[config.mk]
export PLATFORM = sky130hd
export DESIGN_NAME = io_latch_ctrl
export DESIGN_NICKNAME = d
export VERILOG_FILES = /design/src/rtl/io_latch_ctrl.sv
export SDC_FILE = /design/constraint.sdc
export NUM_CORES = 1
export LEC_CHECK = 0
export ABC_AREA = 1
export CAP_MARGIN = 25
export CELL_PAD_IN_SITES_DETAIL_PLACEMENT = 0
export CELL_PAD_IN_SITES_GLOBAL_PLACEMENT = 2
export CORE_AREA = 5 5 86 88
export DETAILED_ROUTE_END_ITERATION = 7
export DIE_AREA = 0 0 91 93
export PLACE_DENSITY_LB_ADDON = 0.25
export SLEW_MARGIN = 0
export SYNTH_ARGS = -nofsm -noshare
export SYNTH_HDL_FRONTEND = slang
export SYNTH_SLANG_ARGS = --single-unit
[constraint.sdc]
create_clock -name clk -period 3.3 [get_ports clk]
set_clock_uncertainty 0.1 [all_clocks]
set_input_delay 0.33 -clock clk [delete_from_list [all_inputs] [get_ports clk]]
set_output_delay 0.33 -clock clk [all_outputs]
set_load 0.02 [all_outputs]
[src/rtl/io_latch_ctrl.sv]
// io_latch_ctrl: write sequencer and arbiter for a bank of 74ALS74-style output latches.
// Two requesters (A, B) share one latch write port. A granted write runs
// SETUP -> STROBE -> HOLDS -> DONE so latch_d is stable around the clock-enable
// strobe. Bank-wide presets drive latch_sn low for PRE_CYC cycles. Every output
// comes straight from a flop.
//
// Ports:
//   clk, rst               system clock; synchronous active-high reset
//   a_req/a_sel/a_data     requester A: level request, target latch, data
//   b_req/b_sel/b_data     requester B: same as A
//   a_gnt/b_gnt            one-cycle grant pulse (in the SETUP cycle)
//   a_done/b_done          one-cycle completion pulse (in the DONE cycle)
//   preset_req             one-cycle request to preset every latch
//   latch_d                data to the latch bank
//   latch_ce               one-hot clock enable, high only in STROBE
//   latch_sn               active-low preset, all bits driven together
//   busy                   high in every state except IDLE
//   bad_sel                sticky: a granted sel was out of range
module io_latch_ctrl #(
    parameter int unsigned NLATCH  = 4,
    parameter int unsigned DW      = 8,
    parameter int unsigned HOLD    = 2,
    parameter int unsigned PRE_CYC = 2
) (
    input  logic              clk,
    input  logic              rst,
    input  logic              a_req,
    input  logic [2:0]        a_sel,
    input  logic [DW-1:0]     a_data,
    input  logic              b_req,
    input  logic [2:0]        b_sel,
    input  logic [DW-1:0]     b_data,
    output logic              a_gnt,
    output logic              b_gnt,
    output logic              a_done,
    output logic              b_done,
    input  logic              preset_req,
    output logic [DW-1:0]     latch_d,
    output logic [NLATCH-1:0] latch_ce,
    output logic [NLATCH-1:0] latch_sn,
    output logic              busy,
    output logic              bad_sel
);

    typedef enum logic [2:0] {
        StPreset,
        StIdle,
        StSetup,
        StStrobe,
        StHolds,
        StDone
    } state_e;

    state_e      state_q, state_d;
    logic [3:0]  cnt_q, cnt_d;
    logic        ptr_q, ptr_d;     // 1: B won last, so A wins the next tie
    logic        pend_q, pend_d;   // preset waiting for the next IDLE
    logic        owner_q, owner_d; // 0: A owns the transaction, 1: B
    logic [2:0]  sel_q, sel_d;
    logic [DW-1:0] data_q, data_d;
    logic        bad_q, bad_d;

    // Output flops; their next values are decoded from the next state.
    logic              a_gnt_q, a_gnt_d;
    logic              b_gnt_q, b_gnt_d;
    logic              a_done_q, a_done_d;
    logic              b_done_q, b_done_d;
    logic [DW-1:0]     latch_d_q, latch_d_d;
    logic [NLATCH-1:0] latch_ce_q, latch_ce_d;
    logic [NLATCH-1:0] latch_sn_q, latch_sn_d;
    logic              busy_q, busy_d;

    logic a_win, b_win;

    function automatic logic sel_ok(input logic [2:0] s);
        return 32'(s) < NLATCH;
    endfunction

    // Next-state logic
    always_comb begin
        state_d = state_q;
        cnt_d   = cnt_q;
        ptr_d   = ptr_q;
        pend_d  = pend_q | preset_req;
        owner_d = owner_q;
        sel_d   = sel_q;
        data_d  = data_q;
        bad_d   = bad_q;
        a_win   = a_req && (!b_req || ptr_q);
        b_win   = b_req && !a_win;

        unique case (state_q)
            StPreset: begin
                if (cnt_q == 4'(PRE_CYC - 1)) begin
                    state_d = StIdle;
                    cnt_d   = '0;
                end else begin
                    cnt_d = cnt_q + 4'd1;
                end
            end
            StIdle: begin
                if (pend_q || preset_req) begin
                    // Preset beats both requesters; flag clears on entry.
                    state_d = StPreset;
                    cnt_d   = '0;
                    pend_d  = 1'b0;
                end else if (a_win || b_win) begin
                    state_d = StSetup;
                    owner_d = b_win;
                    ptr_d   = b_win;
                    sel_d   = b_win ? b_sel : a_sel;
                    data_d  = b_win ? b_data : a_data;
                    if (!sel_ok(sel_d)) begin
                        bad_d = 1'b1;
                    end
                end
            end
            StSetup: state_d = StStrobe;
            StStrobe: begin
                state_d = StHolds;
                cnt_d   = '0;
            end
            StHolds: begin
                if (cnt_q == 4'(HOLD - 1)) begin
                    state_d = StDone;
                    cnt_d   = '0;
                end else begin
                    cnt_d = cnt_q + 4'd1;
                end
            end
            StDone: state_d = StIdle;
            default: state_d = StPreset;
        endcase
    end

    // Registered-output decode from the next state
    always_comb begin
        a_gnt_d    = 1'b0;
        b_gnt_d    = 1'b0;
        a_done_d   = 1'b0;
        b_done_d   = 1'b0;
        latch_d_d  = '0;
        latch_ce_d = '0;
        latch_sn_d = '1;
        busy_d     = (state_d != StIdle);

        if (state_q == StIdle && state_d == StSetup) begin
            a_gnt_d = !owner_d;
            b_gnt_d = owner_d;
        end
        if (state_d == StDone) begin
            a_done_d = !owner_d;
            b_done_d = owner_d;
        end
        if (state_d inside {StSetup, StStrobe, StHolds, StDone}) begin
            latch_d_d = data_d;
        end
        if (state_d == StStrobe && sel_ok(sel_d)) begin
            latch_ce_d = NLATCH'(1) << sel_d;
        end
        if (state_d == StPreset) begin
            latch_sn_d = '0;
        end
    end

    always_ff @(posedge clk) begin
        if (rst) begin
            state_q    <= StPreset;
            cnt_q      <= '0;
            ptr_q      <= 1'b1;
            pend_q     <= 1'b0;
            owner_q    <= 1'b0;
            sel_q      <= '0;
            data_q     <= '0;
            bad_q      <= 1'b0;
            a_gnt_q    <= 1'b0;
            b_gnt_q    <= 1'b0;
            a_done_q   <= 1'b0;
            b_done_q   <= 1'b0;
            latch_d_q  <= '0;
            latch_ce_q <= '0;
            latch_sn_q <= '0;
            busy_q     <= 1'b1;
        end else begin
            state_q    <= state_d;
            cnt_q      <= cnt_d;
            ptr_q      <= ptr_d;
            pend_q     <= pend_d;
            owner_q    <= owner_d;
            sel_q      <= sel_d;
            data_q     <= data_d;
            bad_q      <= bad_d;
            a_gnt_q    <= a_gnt_d;
            b_gnt_q    <= b_gnt_d;
            a_done_q   <= a_done_d;
            b_done_q   <= b_done_d;
            latch_d_q  <= latch_d_d;
            latch_ce_q <= latch_ce_d;
            latch_sn_q <= latch_sn_d;
            busy_q     <= busy_d;
        end
    end

    assign a_gnt    = a_gnt_q;
    assign b_gnt    = b_gnt_q;
    assign a_done   = a_done_q;
    assign b_done   = b_done_q;
    assign latch_d  = latch_d_q;
    assign latch_ce = latch_ce_q;
    assign latch_sn = latch_sn_q;
    assign busy     = busy_q;
    assign bad_sel  = bad_q;

endmodule

==> results.yml <==
pwr:
  pwr_density_cell_nw_per_um2: 563
  ir_worst_vdd_v: 0.000216
  leakage_nw: 1.01
setup_path:
  rr_worst_depth: 6
  crit_chain: "clkdlybuf4s50_1 > inv_1 > a21oi_4 > inv_1 > nand2_1 > nand4_1 > nand3_1 > nor2_1"
  regToRegStartpoint: "ptr_q"
  cp_top_family: "buffers and inverters"
  rr_endpoint: "latch_ce[2]"
  criticalPathCategory: "in -> reg"
  crit_path_max_fanout: 15
  worst_path_max_delay_cell: "sky130_fd_sc_hd__clkdlybuf4s50_1"
  worst_ep_required_time_ns: 3.39
  cp_data_arrival_time_ns: 1.99
  worst_path_most_repeated_cell: "sky130_fd_sc_hd__inv_1"
  timing.critical_path.slowest_cell_delay_ns: 0.48
  rrSetupSlack_ns: 1.66
  worstSetupStartpointType: "input pin"
  setup_crit_end_kind: "register"
  critical_path_buf_inv_count: 3
synthesis:
  asyncSetResetFlopFracSynth_pct: 0
  cell_types_with_the_largest_area_share_after_synthesis: "sky130_fd_sc_hd__dfxtp_1 (45%), sky130_fd_sc_hd__nand2_1 (15%), sky130_fd_sc_hd__nor2_1 (8.0%), sky130_fd_sc_hd__inv_1 (6.1%), sky130_fd_sc_hd__nand3_2 (3.9%)"
  netlist.top_cell.by_area: "sky130_fd_sc_hd__dfxtp_1"
  synthesis.area_per_instance_um2: 7.38
  count_of_flip_flops_with_a_built_in_enable_after_synthesis: 0
  synth_top_area_share_pct: 45.0
  syn_inst: 241
  post_synth_num_cell_types: 28
  synth_top_cells_by_count: "sky130_fd_sc_hd__nand2_1 (72), sky130_fd_sc_hd__dfxtp_1 (40), sky130_fd_sc_hd__nor2_1 (38)"
  syn-num-nets: 270
  cell_area_after_technology_mapping_um2: 1780
  synth_seq_area_share_pct: 45.0
  synth_ff_type: "sky130_fd_sc_hd__dfxtp_1"
  ys_warn_count: 0
  ys_seq_elements: 40
  synth.most_common_cell: "sky130_fd_sc_hd__nand2_1"
clocking:
  clk_root_buffer_cell: "sky130_fd_sc_hd__clkbuf_8"
  cts_hold_buf: 0
  insertion_delay_of_the_later_clocked_pin_in_the_worst_skew_pair_ns: 0.29
  clock_sinks: 40
  cts-resized-gates: 0
  clock_transition_at_the_registers_of_the_reported_paths_ns: 0.08
  tritoncts: "done"
  tritoncts.num_buffers: 5
  buffers_inserted_during_post_cts_setup_optimization: 0
  clk_path_buf_depth: 2
  htree_num_levels: 2
route:
  wire_length_per_cell_after_detailed_routing_um: 11.6
  ant_nets: 0
  avgViaCountPerCell: 4.17
  drt_pre_antenna_iters: 4
  wirelength_mm: 4.29
  vias: 1536
  remaining_drc_errors: 0
  detailedRoute.firstIterationViolations: 30
grt:
  antenna_found_initial: 0
  grt_start_max_net_pins: 19
  first_global_vias: 1574
  grt_busiest_layer: "met2"
  globalRouteMet1Util_pct: 12.1
  first_pass_grt_wire_length_mm: 7.38
  grt_remaining_overflow: 0
  grt_use_total_pct: 10.9
  global_route.usage.met2_pct: 19.3
  grt_use_met3_pct: 4.02
placement:
  dpl.cell_count: 361
  finalWeightedCongestion: 0.696
  portBuffers: 48
  dp_hpwl_mm: 3.19
final_layout:
  multi_input_area_um2: 782
  layout.filler_cells: 715
  final_cell_count_without_fillers: 368
  drive_above_1_share_pct: 10.8
  antennaDiodeCount: 0
  layout.area.seq_um2: 801
  synthToLayoutAreaGrowth_pct: 33.5
  final_nets: 317
die:
  chipHeight_um: 93
  floorplan.initialDensity_pct: 27.1
  ios: 49
  core_area_um2: 6570
  die_w_um: 91
  placementRows: 30
  fp.dieArea_um2: 8460
sta:
  setup-violations-final: 0
  grt_setup_unrepaired: "false"
  timing.final.max_slew_violations: 0
  min_period_ns: 1.91
  hold_viol: 0
  period_utilization_pct: 57.8
  fin_setup_tns_ns: 0
  max_clock_freq_mhz: 524
  worst_slew_pin_slew_ns: 0.441
  hold_slack_ns: 0.352
  timing.slew.headroom_pct: 70.6
status:
  outcome: "completed"
job:
  drv.max_cap_violation_count: 0
min_path:
  hold-path-cell-count: 2
  worst_hold_path_type: "reg -> reg"
  min-delay-start: "bad_sel"
  destination_of_the_worst_hold_path: "bad_sel"
-- cell usage in the layout, fill, tap and decap left out, types with 3 or more instances in the layout --
cell / Yosys / layout
sky130_fd_sc_hd__a21oi_1: 6 / 6
sky130_fd_sc_hd__clkbuf_8: 0 / 5
sky130_fd_sc_hd__clkdlybuf4s50_1: 0 / 48
sky130_fd_sc_hd__dfxtp_1: 40 / 40
sky130_fd_sc_hd__inv_1: 29 / 29
sky130_fd_sc_hd__nand2_1: 72 / 72
sky130_fd_sc_hd__nand2_2: 5 / 5
sky130_fd_sc_hd__nand3_1: 12 / 12
sky130_fd_sc_hd__nand3_2: 7 / 7
sky130_fd_sc_hd__nand4_1: 3 / 3
sky130_fd_sc_hd__nor2_1: 38 / 38
sky130_fd_sc_hd__o21ai_0: 3 / 3
-- worst reg2reg max path, cell delays in order, from the launching register on --
cell and delay (ns):
sky130_fd_sc_hd__dfxtp_1 0.34, sky130_fd_sc_hd__a21oi_4 0.39, sky130_fd_sc_hd__inv_1 0.33, sky130_fd_sc_hd__nand2_1 0.12, sky130_fd_sc_hd__nand4_1 0.09, sky130_fd_sc_hd__nand3_1 0.12
sky130_fd_sc_hd__nor2_1 0.05
-- layout make-up --
type                    count  share of cell area (%)
clock buffers               5                    2.90
clock inverters             2                   0.527
inverters                  32                    5.16
multi-input cells         160                    32.9
flip-flops and latches     40                    33.7
well taps                  80                    4.21
repair buffers             49                    20.5
-- routing by layer --
layer	share of wire, %	vias to the layer above
li1	-	823
met1	44	679
met2	49	29
met3	5.2	5
met4	1.4	0
met5	0	-
-- report_power, final --
group          switching, mW  internal (mW)  total (mW)
registers             0.0374          0.540       0.578
logic                  0.271          0.177       0.448
clock network          0.169          0.143       0.312
-- through the flow --
| stage | power, mW | utilization, % | area (µm²) | worst slack, ns |
|---|---|---|---|---|
| after global routing | 1.45 | 36.2 | 2370 | 1.22 |
| after detailed placement | 1.05 | 34.9 | 2290 | 1.03 |
| after CTS | 1.37 | 36.2 | 2370 | 1.34 |
| after floorplan | 0.920 | - | 1780 | 1.99 |
| final | 1.34 | 36.2 | 2370 | 1.39 |
| after global placement | 1.05 | 34.9 | 2290 | 1.06 |
-- sequential cells by signal, summed over array words and instances, names as in the netlist --
| signal | cells |
|---|---|
| a_done | 1 |
| a_gnt | 1 |
| b_done | 1 |
| b_gnt | 1 |
| bad_sel | 1 |
| busy | 1 |
| cnt_q | 4 |
| data_q | 8 |
| latch_ce | 4 |
| latch_d | 8 |
| latch_sn | 1 |
| owner_q | 1 |
| pend_q | 1 |
| ptr_q | 1 |
| sel_q | 3 |
| state_q | 3 |
-- cells by family after synthesis --
family,after synthesis,share of synthesized area [%]
compound gates,13,4.85
fa+ha+maj,2,1.41
buf+inv,41,11.0
flops,40,45.0
simple gates,145,37.7
-- how the worst max path moves through the flow --
stage               startpoint           to  slack, ns  depth (start not counted)
CTS                      b_req  latch_ce[3]       1.34                          8
global route             b_req  latch_ce[1]       1.22                          8
finish                   b_req  latch_ce[2]       1.39                          8
global placement         b_req  latch_ce[3]       1.06                          8
detailed placement       b_req  latch_ce[3]       1.03                          8
floorplan           preset_req    data_q[0]       1.99                          9
No activity file was read; power rests on OpenSTA's default activity.
